$ cat config.mk
export PLATFORM = sky130hd
export DESIGN_NAME = lc3b_instr_encoder
export DESIGN_NICKNAME = d
export VERILOG_FILES = /design/src/rtl/lc3b_instr_encoder_pkg.sv /design/src/rtl/lc3b_instr_encoder_imm_check.sv /design/src/rtl/lc3b_instr_encoder.sv
export SDC_FILE = /design/constraint.sdc
export NUM_CORES = 1
export LEC_CHECK = 0
export ABC_AREA = 1
export ABC_CLOCK_PERIOD_IN_PS = 2250
export CAP_MARGIN = 40
export CORE_MARGIN = 10
export CORE_UTILIZATION = 45
export DETAILED_ROUTE_END_ITERATION = 8
export PLACE_DENSITY = 0.82
export SLEW_MARGIN = 20
export SYNTH_ARGS = -nofsm -noshare
export SYNTH_HDL_FRONTEND = slang
export SYNTH_SLANG_ARGS = --single-unit
$ cat constraint.sdc
create_clock -name clk -period 2.25 [get_ports clk]
set_input_delay 0.45 -clock clk [delete_from_list [all_inputs] [get_ports clk]]
set_output_delay 0.45 -clock clk [all_outputs]
set_load 0.05 [all_outputs]
$ cat src/rtl/lc3b_instr_encoder_pkg.sv
// Shared LC-3b encoder types: opcode enum, error code enum, field limits
// and a helper that folds range/alignment flags into an error code.
package lc3b_instr_encoder_pkg;

    typedef logic [15:0] lc3b_word;

    typedef enum logic [3:0] {
        op_br   = 4'b0000,
        op_add  = 4'b0001,
        op_ldb  = 4'b0010,
        op_stb  = 4'b0011,
        op_jsr  = 4'b0100,
        op_and  = 4'b0101,
        op_ldr  = 4'b0110,
        op_str  = 4'b0111,
        op_rti  = 4'b1000,
        op_not  = 4'b1001,
        op_ldi  = 4'b1010,
        op_sti  = 4'b1011,
        op_jmp  = 4'b1100,
        op_shf  = 4'b1101,
        op_lea  = 4'b1110,
        op_trap = 4'b1111
    } lc3b_opcode;

    typedef enum logic [1:0] {
        ENC_OK    = 2'd0,
        ENC_RANGE = 2'd1,
        ENC_ALIGN = 2'd2,
        ENC_BOTH  = 2'd3
    } lc3b_enc_err_t;

    // Inclusive limits of the extended value accepted by each field
    localparam int IMM5_LO  = -16;
    localparam int IMM5_HI  = 15;
    localparam int OFF9_LO  = -512;
    localparam int OFF9_HI  = 510;
    localparam int OFF11_LO = -2048;
    localparam int OFF11_HI = 2046;
    localparam int BOFF6_LO = -32;
    localparam int BOFF6_HI = 31;
    localparam int WOFF6_LO = -64;
    localparam int WOFF6_HI = 62;
    localparam int SHF_HI   = 15;
    localparam int TRAP_HI  = 510;

    // Error code bit 0 flags range, bit 1 flags alignment
    function automatic lc3b_enc_err_t enc_err(input logic range_bad, input logic align_bad);
        return lc3b_enc_err_t'({align_bad, range_bad});
    endfunction

endpackage

$ cat src/rtl/lc3b_instr_encoder_imm_check.sv
// Combinational field extractor and range/alignment checker. The selected
// field is returned left-aligned in an 11-bit vector (MSB at bit 10).
module lc3b_imm_check
    import lc3b_instr_encoder_pkg::*;
(
    input  lc3b_opcode    opcode,
    input  logic          imm_mode,
    input  lc3b_word      value,
    output logic [10:0]   field,
    output lc3b_enc_err_t err
);

    int   sval;
    int   uval;
    logic range_bad;
    logic align_bad;

    assign sval = int'($signed(value));
    assign uval = int'(value);

    // Pick the field bits for the opcode and flag out-of-range / odd values
    always_comb begin
        field     = '0;
        range_bad = 1'b0;
        align_bad = 1'b0;
        case (opcode)
            op_add, op_and: begin
                if (imm_mode) begin
                    field     = {value[4:0], 6'b0};
                    range_bad = (sval < IMM5_LO) || (sval > IMM5_HI);
                end
            end
            op_br, op_lea: begin
                field     = {value[9:1], 2'b0};
                range_bad = (sval < OFF9_LO) || (sval > OFF9_HI);
                align_bad = value[0];
            end
            op_jsr: begin
                if (imm_mode) begin
                    field     = value[11:1];
                    range_bad = (sval < OFF11_LO) || (sval > OFF11_HI);
                    align_bad = value[0];
                end
            end
            op_ldb, op_stb: begin
                field     = {value[5:0], 5'b0};
                range_bad = (sval < BOFF6_LO) || (sval > BOFF6_HI);
            end
            op_ldi, op_ldr, op_sti, op_str: begin
                field     = {value[6:1], 5'b0};
                range_bad = (sval < WOFF6_LO) || (sval > WOFF6_HI);
                align_bad = value[0];
            end
            op_shf: begin
                field     = {value[3:0], 7'b0};
                range_bad = uval > SHF_HI;
            end
            op_trap: begin
                field     = {value[8:1], 3'b0};
                range_bad = uval > TRAP_HI;
                align_bad = value[0];
            end
            default: begin
                field = '0;
            end
        endcase
        err = enc_err(range_bad, align_bad);
    end

endmodule

$ cat src/rtl/lc3b_instr_encoder.sv
// Two-stage LC-3b instruction encoder with valid/ready handshake.
// S1 captures the request and its check result, S2 holds the packed word.
module lc3b_instr_encoder
    import lc3b_instr_encoder_pkg::*;
(
    input  logic        clk,
    input  logic        rst_n,
    input  logic        in_valid,
    output logic        in_ready,
    input  logic [3:0]  opcode,
    input  logic [2:0]  dr,
    input  logic [2:0]  sr1,
    input  logic [2:0]  sr2,
    input  logic        imm_mode,
    input  logic [1:0]  shf_da,
    input  logic [2:0]  nzp,
    input  logic [15:0] value,
    output logic        out_valid,
    input  logic        out_ready,
    output logic [15:0] instr,
    output logic        err,
    output logic [1:0]  err_code,
    output logic [7:0]  err_count
);

    lc3b_opcode    op_in;
    logic [10:0]   chk_field;
    lc3b_enc_err_t chk_err;

    logic          s1_valid_reg;
    lc3b_opcode    s1_op_reg;
    logic [2:0]    s1_dr_reg;
    logic [2:0]    s1_sr1_reg;
    logic [2:0]    s1_sr2_reg;
    logic          s1_imm_reg;
    logic [1:0]    s1_da_reg;
    logic [2:0]    s1_nzp_reg;
    logic [10:0]   s1_field_reg;
    lc3b_enc_err_t s1_err_reg;

    logic          s2_valid_reg;
    logic [15:0]   s2_instr_reg;
    lc3b_enc_err_t s2_err_reg;
    logic [7:0]    err_count_reg;

    logic [15:0]   instr_next;
    logic          s1_adv;
    logic          s2_adv;

    assign op_in = lc3b_opcode'(opcode);

    lc3b_imm_check u_check (
        .opcode   (op_in),
        .imm_mode (imm_mode),
        .value    (value),
        .field    (chk_field),
        .err      (chk_err)
    );

    // Ready ripples backwards; a stage may load when it is empty or draining
    assign s2_adv   = out_ready || !s2_valid_reg;
    assign s1_adv   = s2_adv || !s1_valid_reg;
    assign in_ready = s1_adv;

    // S1: capture the request fields and the check result
    always_ff @(posedge clk or negedge rst_n) begin
        if (!rst_n) begin
            s1_valid_reg <= 1'b0;
            s1_op_reg    <= op_br;
            s1_dr_reg    <= '0;
            s1_sr1_reg   <= '0;
            s1_sr2_reg   <= '0;
            s1_imm_reg   <= 1'b0;
            s1_da_reg    <= '0;
            s1_nzp_reg   <= '0;
            s1_field_reg <= '0;
            s1_err_reg   <= ENC_OK;
        end else if (s1_adv) begin
            s1_valid_reg <= in_valid;
            if (in_valid) begin
                s1_op_reg    <= op_in;
                s1_dr_reg    <= dr;
                s1_sr1_reg   <= sr1;
                s1_sr2_reg   <= sr2;
                s1_imm_reg   <= imm_mode;
                s1_da_reg    <= shf_da;
                s1_nzp_reg   <= nzp;
                s1_field_reg <= chk_field;
                s1_err_reg   <= chk_err;
            end
        end
    end

    // Pack the instruction word from the S1 fields
    always_comb begin
        instr_next = '0;
        case (s1_op_reg)
            op_br:
                instr_next = {4'b0000, s1_nzp_reg, s1_field_reg[10:2]};
            op_add, op_and:
                instr_next = s1_imm_reg
                    ? {s1_op_reg, s1_dr_reg, s1_sr1_reg, 1'b1, s1_field_reg[10:6]}
                    : {s1_op_reg, s1_dr_reg, s1_sr1_reg, 3'b000, s1_sr2_reg};
            op_ldb, op_stb, op_ldr, op_str, op_ldi, op_sti:
                instr_next = {s1_op_reg, s1_dr_reg, s1_sr1_reg, s1_field_reg[10:5]};
            op_jsr:
                instr_next = s1_imm_reg
                    ? {4'b0100, 1'b1, s1_field_reg}
                    : {4'b0100, 3'b000, s1_sr1_reg, 6'b000000};
            op_rti:
                instr_next = 16'h8000;
            op_not:
                instr_next = {4'b1001, s1_dr_reg, s1_sr1_reg, 6'b111111};
            op_jmp:
                instr_next = {4'b1100, 3'b000, s1_sr1_reg, 6'b000000};
            op_shf:
                instr_next = {4'b1101, s1_dr_reg, s1_sr1_reg, s1_da_reg, s1_field_reg[10:7]};
            op_lea:
                instr_next = {4'b1110, s1_dr_reg, s1_field_reg[10:2]};
            op_trap:
                instr_next = {4'b1111, 4'b0000, s1_field_reg[10:3]};
            default:
                instr_next = '0;
        endcase
    end

    // S2: output register, held while the consumer stalls
    always_ff @(posedge clk or negedge rst_n) begin
        if (!rst_n) begin
            s2_valid_reg <= 1'b0;
            s2_instr_reg <= '0;
            s2_err_reg   <= ENC_OK;
        end else if (s2_adv) begin
            s2_valid_reg <= s1_valid_reg;
            if (s1_valid_reg) begin
                s2_instr_reg <= instr_next;
                s2_err_reg   <= s1_err_reg;
            end
        end
    end

    // Count delivered errored instructions, saturating at 255
    always_ff @(posedge clk or negedge rst_n) begin
        if (!rst_n) begin
            err_count_reg <= '0;
        end else if (s2_valid_reg && out_ready && (s2_err_reg != ENC_OK) && (err_count_reg != 8'hFF)) begin
            err_count_reg <= err_count_reg + 8'd1;
        end
    end

    assign out_valid = s2_valid_reg;
    assign instr     = s2_instr_reg;
    assign err_code  = s2_err_reg;
    assign err       = (s2_err_reg != ENC_OK);
    assign err_count = err_count_reg;

endmodule
======== After elaboration in Yosys (flattened, before gate mapping) ========
Cells that the tools add are included.
word-level totals
  register bits after elaboration ......... 60
  input bits .............................. 39
  word-level logic and storage cells ...... 90
cells by class
  reductions and logical operators ........ 24
  $lt $le $gt $ge ......................... 12
  equal/unequal tests ..................... 28
  mux-type cells .......................... 11
  add/sub/neg operators ................... 1
operators with widths
  operator              number
  $pmux 16 s10          1
  $pmux 11 s7           1
  $eq 4x4->1 const B    13
  $eq 4x3->1 const B    8
  $mux 11               2
  $eq 4x2->1 const B    4
  $gt 16x10->1 const B  1
  $gt 16x12->1 const B  1
  $gt 16x4->1 const B   1
  $gt 16x5->1 const B   1
  $gt 16x6->1 const B   1
  $gt 16x7->1 const B   1
  $gt 16x9->1 const B   1
  $lt 16x10->1 const B  1
  $lt 16x12->1 const B  1
  $lt 16x5->1 const B   1
  $lt 16x6->1 const B   1
  $lt 16x7->1 const B   1
  $mux 12               1
  $add 8x1->8 const B   1
  $eq 4x1->1 const B    2
  $logic_not 4->1       2
  $ne 8x8->1 const B    1
  $reduce_or 2->1       4
  12 further kinds      24

======== Depth between registers and ports, before layout ========
Gate-level depths: netlist of the first run.
  depth after elaboration ................. 4
  mapped depth ............................ 12
  depth with buffers taken out ............ 11

======== By module ========
Synthesis of the first run repeated with hierarchy kept, for this count alone.
second synthesis, totals
  cell total of the unflattened synthesis .. 508
  area total of the unflattened synthesis .. 3654.8 µm²
modules (own cells, without submodules)
  module              instances  cells an instance  area each (µm²)
  lc3b_instr_encoder  1          344                2925.3
  lc3b_imm_check      1          164                729.4

======== Worst setup path before layout of the first run ========
OpenSTA, ideal clock, no wires.
  path kind ............................... register -> register
  start point ............................. reg s2_valid_reg (netlist: out_valid)
  end point ............................... reg s1_da_reg[0]
  slack ................................... 0.353 ns
  arrival time ............................ 1.780 ns
  clock period less this slack ............ 1.897 ns
  cell stages (with the launch flop) ...... 8
  buffers on the path ..................... 2
  cells stage by stage .................... dfrtp_1 > nand3_2 > nand2_2 > inv_2 > buf_4 > buf_2 > nand2_1 > nand2_1
on the way
  cells in the longest elaborated chain, start to end .. 4
ends and longest elaborated chain
  element                            line                       text
  start: declaration                 lc3b_instr_encoder.sv:41   logic s2_valid_reg;
  start signal: assignment           lc3b_instr_encoder.sv:134  s2_valid_reg <= s1_valid_reg;
  $logic_not 1->1                    lc3b_instr_encoder.sv:61   assign s2_adv = out_ready || !s2_valid_reg;
  $logic_or 1x1->1                   lc3b_instr_encoder.sv:61
  $logic_or 1x1->1                   lc3b_instr_encoder.sv:62   assign s1_adv = s2_adv || !s1_valid_reg;
  via in_ready                       lc3b_instr_encoder.sv:9    output logic in_ready,
  $reduce_and 2->1 (no source line)  -
  end signal: assignment             lc3b_instr_encoder.sv:74   s1_da_reg <= '0;
  end signal: assignment             lc3b_instr_encoder.sv:86   s1_da_reg <= shf_da;
  end: declaration                   lc3b_instr_encoder.sv:36   logic [1:0] s1_da_reg;
The timed path passes the listed nets, and every way through them passes these cells.
A chain may end at the register's enable or synchronous reset.

======== Final worst setup path of the first run ========
  start point ............................. reg s2_err_reg[1] (netlist: err_code[1])
  end point ............................... out err
on the way
  cells in the longest elaborated chain, start to end .. 1
ends and longest elaborated chain
  element                   line                       text
  start: declaration        lc3b_instr_encoder.sv:43   lc3b_enc_err_t s2_err_reg;
  start signal: assignment  lc3b_instr_encoder.sv:137  s2_err_reg <= s1_err_reg;
  $reduce_bool 2->1         lc3b_instr_encoder.sv:154  assign err = (s2_err_reg != ENC_OK);
  end: declaration          lc3b_instr_encoder.sv:21   output logic err,
Every way passes these cells.

==> summary.md, run 1 <==
| Metric | Value |
|---|---|
| Outcome | complete, no violations |
| Actual slew at the worst max-slew pin | approximately 0.53 ns |
| Relative slew slack | 64.5% |
| Post-route setup TNS | 0 ns |
| Setup Viol. Count Final | 0 |
| Vias in the first global route | 3571 |
| Worst vdd ir | 371 uV |
| Ys async rst share | 100% |
| Layout Cells excl Fill | ~700 |
| Post-synthesis mux area share | 0% |
| Switching Fraction | roughly 42% |
| Slowest-stage cell, CP | clkdlybuf4s50_1 |
| Setup Skew | 0.00831 ns |
| WL/cell | 15.5 um |
| Largest family of logic cells by synthesized area | simple AND/OR/NAND/NOR gates |
| Worst r2r src | err_count[0] |
| Top-count cell post-synth | nand2_1 |
| Largest register FFs | 16 |
| Synth top cells by count | nand2_1 (155), dfrtp_1 (60), nor2_1 (59), inv_1 (52), o21ai_0 (36) |
| Clk pwr share | 23.3% |
| P_int | roughly 2.5 mW |
| Yosys reg bits | 60 |
| Layout area overhead | 28.0% |
| CP arrival | 1.62 ns |
| Fin crit share | 92.0% |
| Cell total after placement | 674 |
| Setup crit start kind | register |
| Synth Cell Area | 0.00363 mm^2 |
| Cts hold-fix bufs | 0 |
| Synth top area cells | dfrtp_1 (41%), nand2_1 (16%), nor2_1 (6.1%), inv_1 (5.4%), o21ai_0 (5.0%) |
| Initial antenna violation count | 0 |
| PortBufs | 67 |
| Xor/xnor cell area share of the yosys netlist | 1.69% |
| Worst Hold Class | in2async |
| Area of the multi-input gates | about 0.0018 mm^2 |
| Routed WL | 10.7 mm |
| Sequential area share after synthesis | ~41% |
| Grt ovf | 0 |
| Clock root buffer | clkbuf_8 |
| Fmax | 483 MHz |
| CTS Buf Count | 9 |
| Syn nets | 547 |
| GRT Total Usage | 18.1% |
| Synthesized-area fraction occupied by adder cells | 0.345% |
| R2R setup slack | 0.64 ns |
| Yosys cell types | 39 |
| DRC Markers | 0 |
| PwrDens | 919 mW/mm^2 |
| Die height | 110 um |
| Fillers | 731 |
| Proportion of layout cells with a drive suffix above 1 | about 10% |
| Simple-gate share of the synthesized area | about a third |
| Clk sinks | 60 |
| Global-route wire length before repair | 17.4 mm |
| Fin. max-slew vios | 0 |
| I/O pin cnt | 68 |
| RSZ-0062 raised after global routing | false |
| Post-CTS setup buffers | 0 |
| DRT iter0 DRCs | just under 200 |
| N_diodes | 0 |
| Number of synthesized flops with an enable pin | 0 |
| YS warnings | 0 |
| MaxCap Viol Count | 0 |
| Rows | 32 |
| Largest net degree at the start of global routing | 61 |
| Routed Antenna Nets | 0 |
| Complex-gate fraction of the synthesized area | 14.8% |
| Crit end category | output pin |
| Slowest Stage Delay on Critical Path | roughly 0.69 ns |
| Sequential share of power | around 36% |
| Reg2Reg Depth | 8 |
| Vias per inst | roughly 5.3 |
| Clock Pin Slew Worst Setup and Hold Paths | 0.07 ns |
| RR Endpoint | err_count[7] |
| CTS tree | done |
| Vias post-DR | 3657 |
| Leakage power | 2.19 nW |
| Final hold vios | 0 |
| Chip width | 110 um |
| Final Critical Period | 2.07 ns |
| Crit path max fanout | 3 |
| Area leader, netlist | dfrtp_1 |
| CP Data Required Time | 1.80 ns |
| Detail Placement HPWL | ~8.2 mm |
| Cells after Synth | approximately 510 |
| Core area | 0.00777 mm^2 |
| Final nets | 624 |
| Synth Flop Type | dfrtp_1 |
| H-tree depth | 3 |
| Clock latency on the worst-skew pair | 0.34 ns |
| Post-synth top area share | 41.4% |
| Avg Cell Area, Syn | 7.15 um^2 |
| Psw | approximately 1.8 mW |
| Critical path, cell by cell | nor2_1 > inv_1 > clkdlybuf4s50_1 |
| Gate power share | 41.1% |
| Drt pass-1 iters | 5 |
| WS Path Type | reg2out |
| Die ar. | 0.0121 mm^2 |
| Cts repair resizes | 0 |
| Worst-case clock buffer depth | 2 |
| Routability cong. | ~0.94 |
| Register area | roughly 0.0015 mm^2 |
| Starting density of the core | 46.7% |
-- placed cells by master (no fill, tap or decap), drive strengths merged --
cell type / Yosys / routed
clkinv: 0 / 3
a211oi: 1 / 1
o21ai: 50 / 50
a21oi: 21 / 21
and2: 1 / 1
dfrtp: 60 / 60
o2111ai: 2 / 2
a32oi: 1 / 1
inv: 64 / 64
a31oi: 5 / 5
clkdlybuf4s50: 0 / 65
ha: 1 / 1
o22ai: 9 / 9
nand4: 11 / 11
o22a: 1 / 1
clkbuf: 4 / 11
o211ai: 1 / 1
bufinv: 0 / 1
xnor2: 6 / 6
buf: 8 / 13
nor3: 6 / 6
o221ai: 2 / 2
nand3: 24 / 24
xor2: 1 / 1
a41oi: 1 / 1
nor2: 62 / 62
nand2: 165 / 165
-- routing by layer --
layer | track usage (%) | share of wire, % | up-vias
met5 | 0 | 0 | -
met4 | 4.37 | 1.0 | 0
met3 | 5.09 | 8.5 | 11
met2 | 28.9 | 46 | 150
met1 | 23.7 | 45 | 1700
li1 | - | - | 1796
-- logic make-up after synthesis --
group / count (synthesis)
flops: 60
buf+inv: 76
compound gates: 94
fa+ha+maj: 1
xor+xnor: 7
simple gates: 269
-- critical path: cells and delay by family (launching register included) --
family,cells,cell delay [ns]
flip-flops,1,0.40
AND/OR/NAND/NOR,1,0.14
buffers and inverters,2,0.74
-- layout make-up --
class / instances / area share [%]
clock buffers: 11 / 3.26
clock inverters: 4 / 1.05
inverters: 64 / 5.23
multi-input cells: 371 / 38.8
flip-flops and latches: 60 / 32.3
well taps: 102 / 2.75
repair buffers: 78 / 16.6
-- through the flow --
stage	hold slack, ns	worst slack [ns]	cell area, um^2	total power, mW	utilization (%)
floorplan	0.154	0.353	3630	2.64	-
global placement	0.465	0.120	4420	3.27	57.0
CTS	0.303	0.169	4620	4.29	59.5
finish	0.0823	0.181	4640	4.27	59.8
detailed placement	0.469	0.145	4420	3.29	57.0
global route	0.100	0.117	4640	4.50	59.8
-- worst max-delay path by stage --
stage | cells past startpoint | startpoint | end | slack [ns]
2_1_floorplan | 7 | out_valid | s1_da_reg[0] | 0.35
3_3_place_gp | 10 | opcode[1] | s1_field_reg[10] | 0.12
3_5_place_dp | 10 | opcode[1] | s1_field_reg[10] | 0.14
4_1_cts | 3 | err_code[1] | err | 0.17
5_1_grt | 1 | err_count[2] | err_count[2] | 0.12
6_report | 3 | err_code[1] | err | 0.18
-- power groups by stage --
stage / combinational (mW) / clock, mW / sequential [mW]
final: 1.75 / 0.995 / 1.52
after global routing: 1.89 / 1.07 / 1.55
after CTS: 1.76 / 1.01 / 1.52
after detailed placement: 1.75 / 0 / 1.54
after global placement: 1.74 / 0 / 1.53
after floorplan: 0.610 / 0 / 2.03
No activity file was read; power rests on OpenSTA's default activity.
==> run 2: changes to the inputs <==
CELL_PAD_IN_SITES_DETAIL_PLACEMENT = 1   (was unset)
CELL_PAD_IN_SITES_GLOBAL_PLACEMENT = 2   (was unset)
CORE_UTILIZATION = 31   (was 45)
CTS_CLUSTER_SIZE = 14   (was unset)
PLACE_DENSITY = 0.95   (was 0.82)
==> run 2 against run 1 <==
  * Register-to-register slack got worse by 0.08 ns
  * Global-route usage decreased by 2.6 points
  * Total power increased by 9.0%
  * Largest cell class unchanged
  * Critical endpoint unchanged
  * Critical path depth unchanged
==> summary.md, run 2 (synthesis results as in run 1) <==
| Metric | Value |
|---|---|
| Outcome | complete, no violations (unchanged) |
| Core area | 0.0114 mm^2 (was 0.00777 mm^2) |
| Reg2Reg Depth | 7 (was 8) |
| MaxCap Viol Count | 0 (unchanged) |
| Worst-case clock buffer depth | 2 (unchanged) |
| Post-CTS setup buffers | 0 (unchanged) |
| Actual slew at the worst max-slew pin | 0.538 ns (was 0.531 ns) |
| Worst Hold Class | in2async (unchanged) |
| Switching Fraction | 39.7% (was 42.2%) |
| Slowest Stage Delay on Critical Path | 0.79 ns (was 0.69 ns) |
| Proportion of layout cells with a drive suffix above 1 | 9.74% (was 10.4%) |
| Vias in the first global route | 4017 (was 3571) |
| Global-route wire length before repair | 20.8 mm (was 17.4 mm) |
| RSZ-0062 raised after global routing | false (unchanged) |
| Detail Placement HPWL | 9.55 mm (was 8.21 mm) |
| Clock latency on the worst-skew pair | 0.33 ns (was 0.34 ns) |
| WS Path Type | reg2out (unchanged) |
| Cts hold-fix bufs | 0 (unchanged) |
| PwrDens | 974 mW/mm^2 (was 919 mW/mm^2) |
| Fin util | 41.8% (was 59.8%) |
| Final nets | 622 (was 624) |
| Leakage power | 2.22 nW (was 2.19 nW) |
| H-tree depth | 3 (unchanged) |
| Worst vdd ir | 615 uV (was 371 uV) |
| Cts repair resizes | 0 (unchanged) |
| I/O pin cnt | 68 (unchanged) |
| Clock root buffer | clkbuf_16 (was clkbuf_8) |
| Setup crit start kind | register (unchanged) |
| Total Power | 4.65 mW (was 4.27 mW) |
| CP Data Required Time | 1.80 ns (about the same) |
| Starting density of the core | 31.8% (was 46.7%) |
| CTS tree | done (unchanged) |
| Rows | 39 (was 32) |
| CTS Buf Count | 9 (unchanged) |
| Drt pass-1 iters | 4 (was 5) |
| PortBufs | 67 (unchanged) |
| Grt ovf | 0 (unchanged) |
| Layout area overhead | 31.6% (was 28.0%) |
| Final Critical Period | 2.10 ns (was 2.07 ns) |
| DRT iter0 DRCs | 253 (was 199) |
| Post-route setup TNS | 0 ns (unchanged) |
| Most frequent cells in the layout | nand2_1 (155), clkdlybuf4s50_1 (65), dfrtp_1 (60) (unchanged) |
| Setup Skew | 0.00586 ns (was 0.00831 ns) |
| Critical path, cell by cell | nor2_1 > inv_1 > clkdlybuf4s50_1 (unchanged) |
| Routability cong. | 0.902 (was 0.936) |
| WHS | 0.0317 ns (was 0.0823 ns) |
| Clk sinks | 60 (unchanged) |
| DRC Markers | 0 (unchanged) |
| Relative slew slack | 64.0% (was 64.5%) |
| Fin crit share | 93.5% (was 92.0%) |
| Sequential share of power | 33.2% (was 35.6%) |
| Fmax | 476 MHz (was 483 MHz) |
| Final WS setup | 0.147 ns (was 0.181 ns) |
| WL/cell | 16.8 um (was 15.5 um) |
| Largest register FFs | 16 (unchanged) |
| Final hold vios | 0 (unchanged) |
| Routed Antenna Nets | 0 (unchanged) |
| Most common cell after layout, fill and taps aside | nand2_1 (unchanged) |
| Clk pwr share | 29.0% (was 23.3%) |
| Die ar. | 0.0164 mm^2 (was 0.0121 mm^2) |
| Psw | 1.85 mW (was 1.80 mW) |
| Crit end category | output pin (unchanged) |
| Gate power share | 37.8% (was 41.1%) |
| Clock Pin Slew Worst Setup and Hold Paths | 0.05 ns (was 0.07 ns) |
| Slowest-stage cell, CP | clkdlybuf4s50_1 (unchanged) |
| Fin. max-slew vios | 0 (unchanged) |
| P_int | 2.80 mW (was 2.47 mW) |
| Initial antenna violation count | 0 (unchanged) |
| Die height | 128 um (was 110 um) |
| Vias post-DR | 3615 (was 3657) |
| Setup Viol. Count Final | 0 (unchanged) |
| Routed WL | 12.3 mm (was 10.7 mm) |
| Largest net degree at the start of global routing | 28 (was 61) |
| N_diodes | 0 (unchanged) |
| GRT Total Usage | 15.5% (was 18.1%) |
| Vias per inst | 4.97 (was 5.30) |
| CP arrival | 1.65 ns (was 1.62 ns) |
| Chip width | 128 um (was 110 um) |
| Crit path max fanout | 3 (unchanged) |
| Place WS | 0.132 ns (was 0.145 ns) |
run 2: layout make-up:
class | instances | area (um^2)
clock inverters | 2 | 35.0
fillers | 1459 | 6650
inverters | 64 | 243
multi-input cells | 371 | 1800
well taps | 143 | 179
repair buffers | 76 | 756
flip-flops and latches | 60 | 1500
clock buffers | 12 | 256
run 2: worst max-delay path: cells and delay by family, from the launching register on:
kind | cells | cell delay [ns]
buffers and inverters | 2 | 0.84
DFF | 1 | 0.40
and+or+nand+nor | 1 | 0.08
run 2: layer usage:
layer / part of all wire (%) / vias up / GRT usage, %
li1: - / 1788 / -
met1: 46 / 1736 / 19.1
met2: 48 / 78 / 26.3
met3: 4.8 / 13 / 3.18
met4: 1.2 / 0 / 4.90
met5: 0 / - / 0
run 2: through the flow:
stage	area (um^2)	cells
floorplan	3630	507
finish	4770	728
global route	4770	728
global placement	4480	714
CTS	4770	728
detailed placement	4480	714
run 2: worst paths after layout:
path,start,end,slack (ns)
min reg2reg,s1_nzp_reg[0],s1_nzp_reg[0],0.50
max reg2reg,s1_op_reg[1],instr[8],0.56
max,err_code[1],err,0.15
min in group clk,s1_nzp_reg[0],s1_nzp_reg[0],0.50
max in group asynchronous,rst_n,instr[4],1.60
min,rst_n,err_count[2],0.03
run 2: power by group through the flow:
stage	clock network (mW)	registers, mW	logic, mW
after floorplan	0	2.03	0.610
after global placement	0	1.55	1.74
after detailed placement	0	1.56	1.77
after CTS	1.38	1.55	1.78
after global routing	1.42	1.58	1.91
final	1.35	1.55	1.76
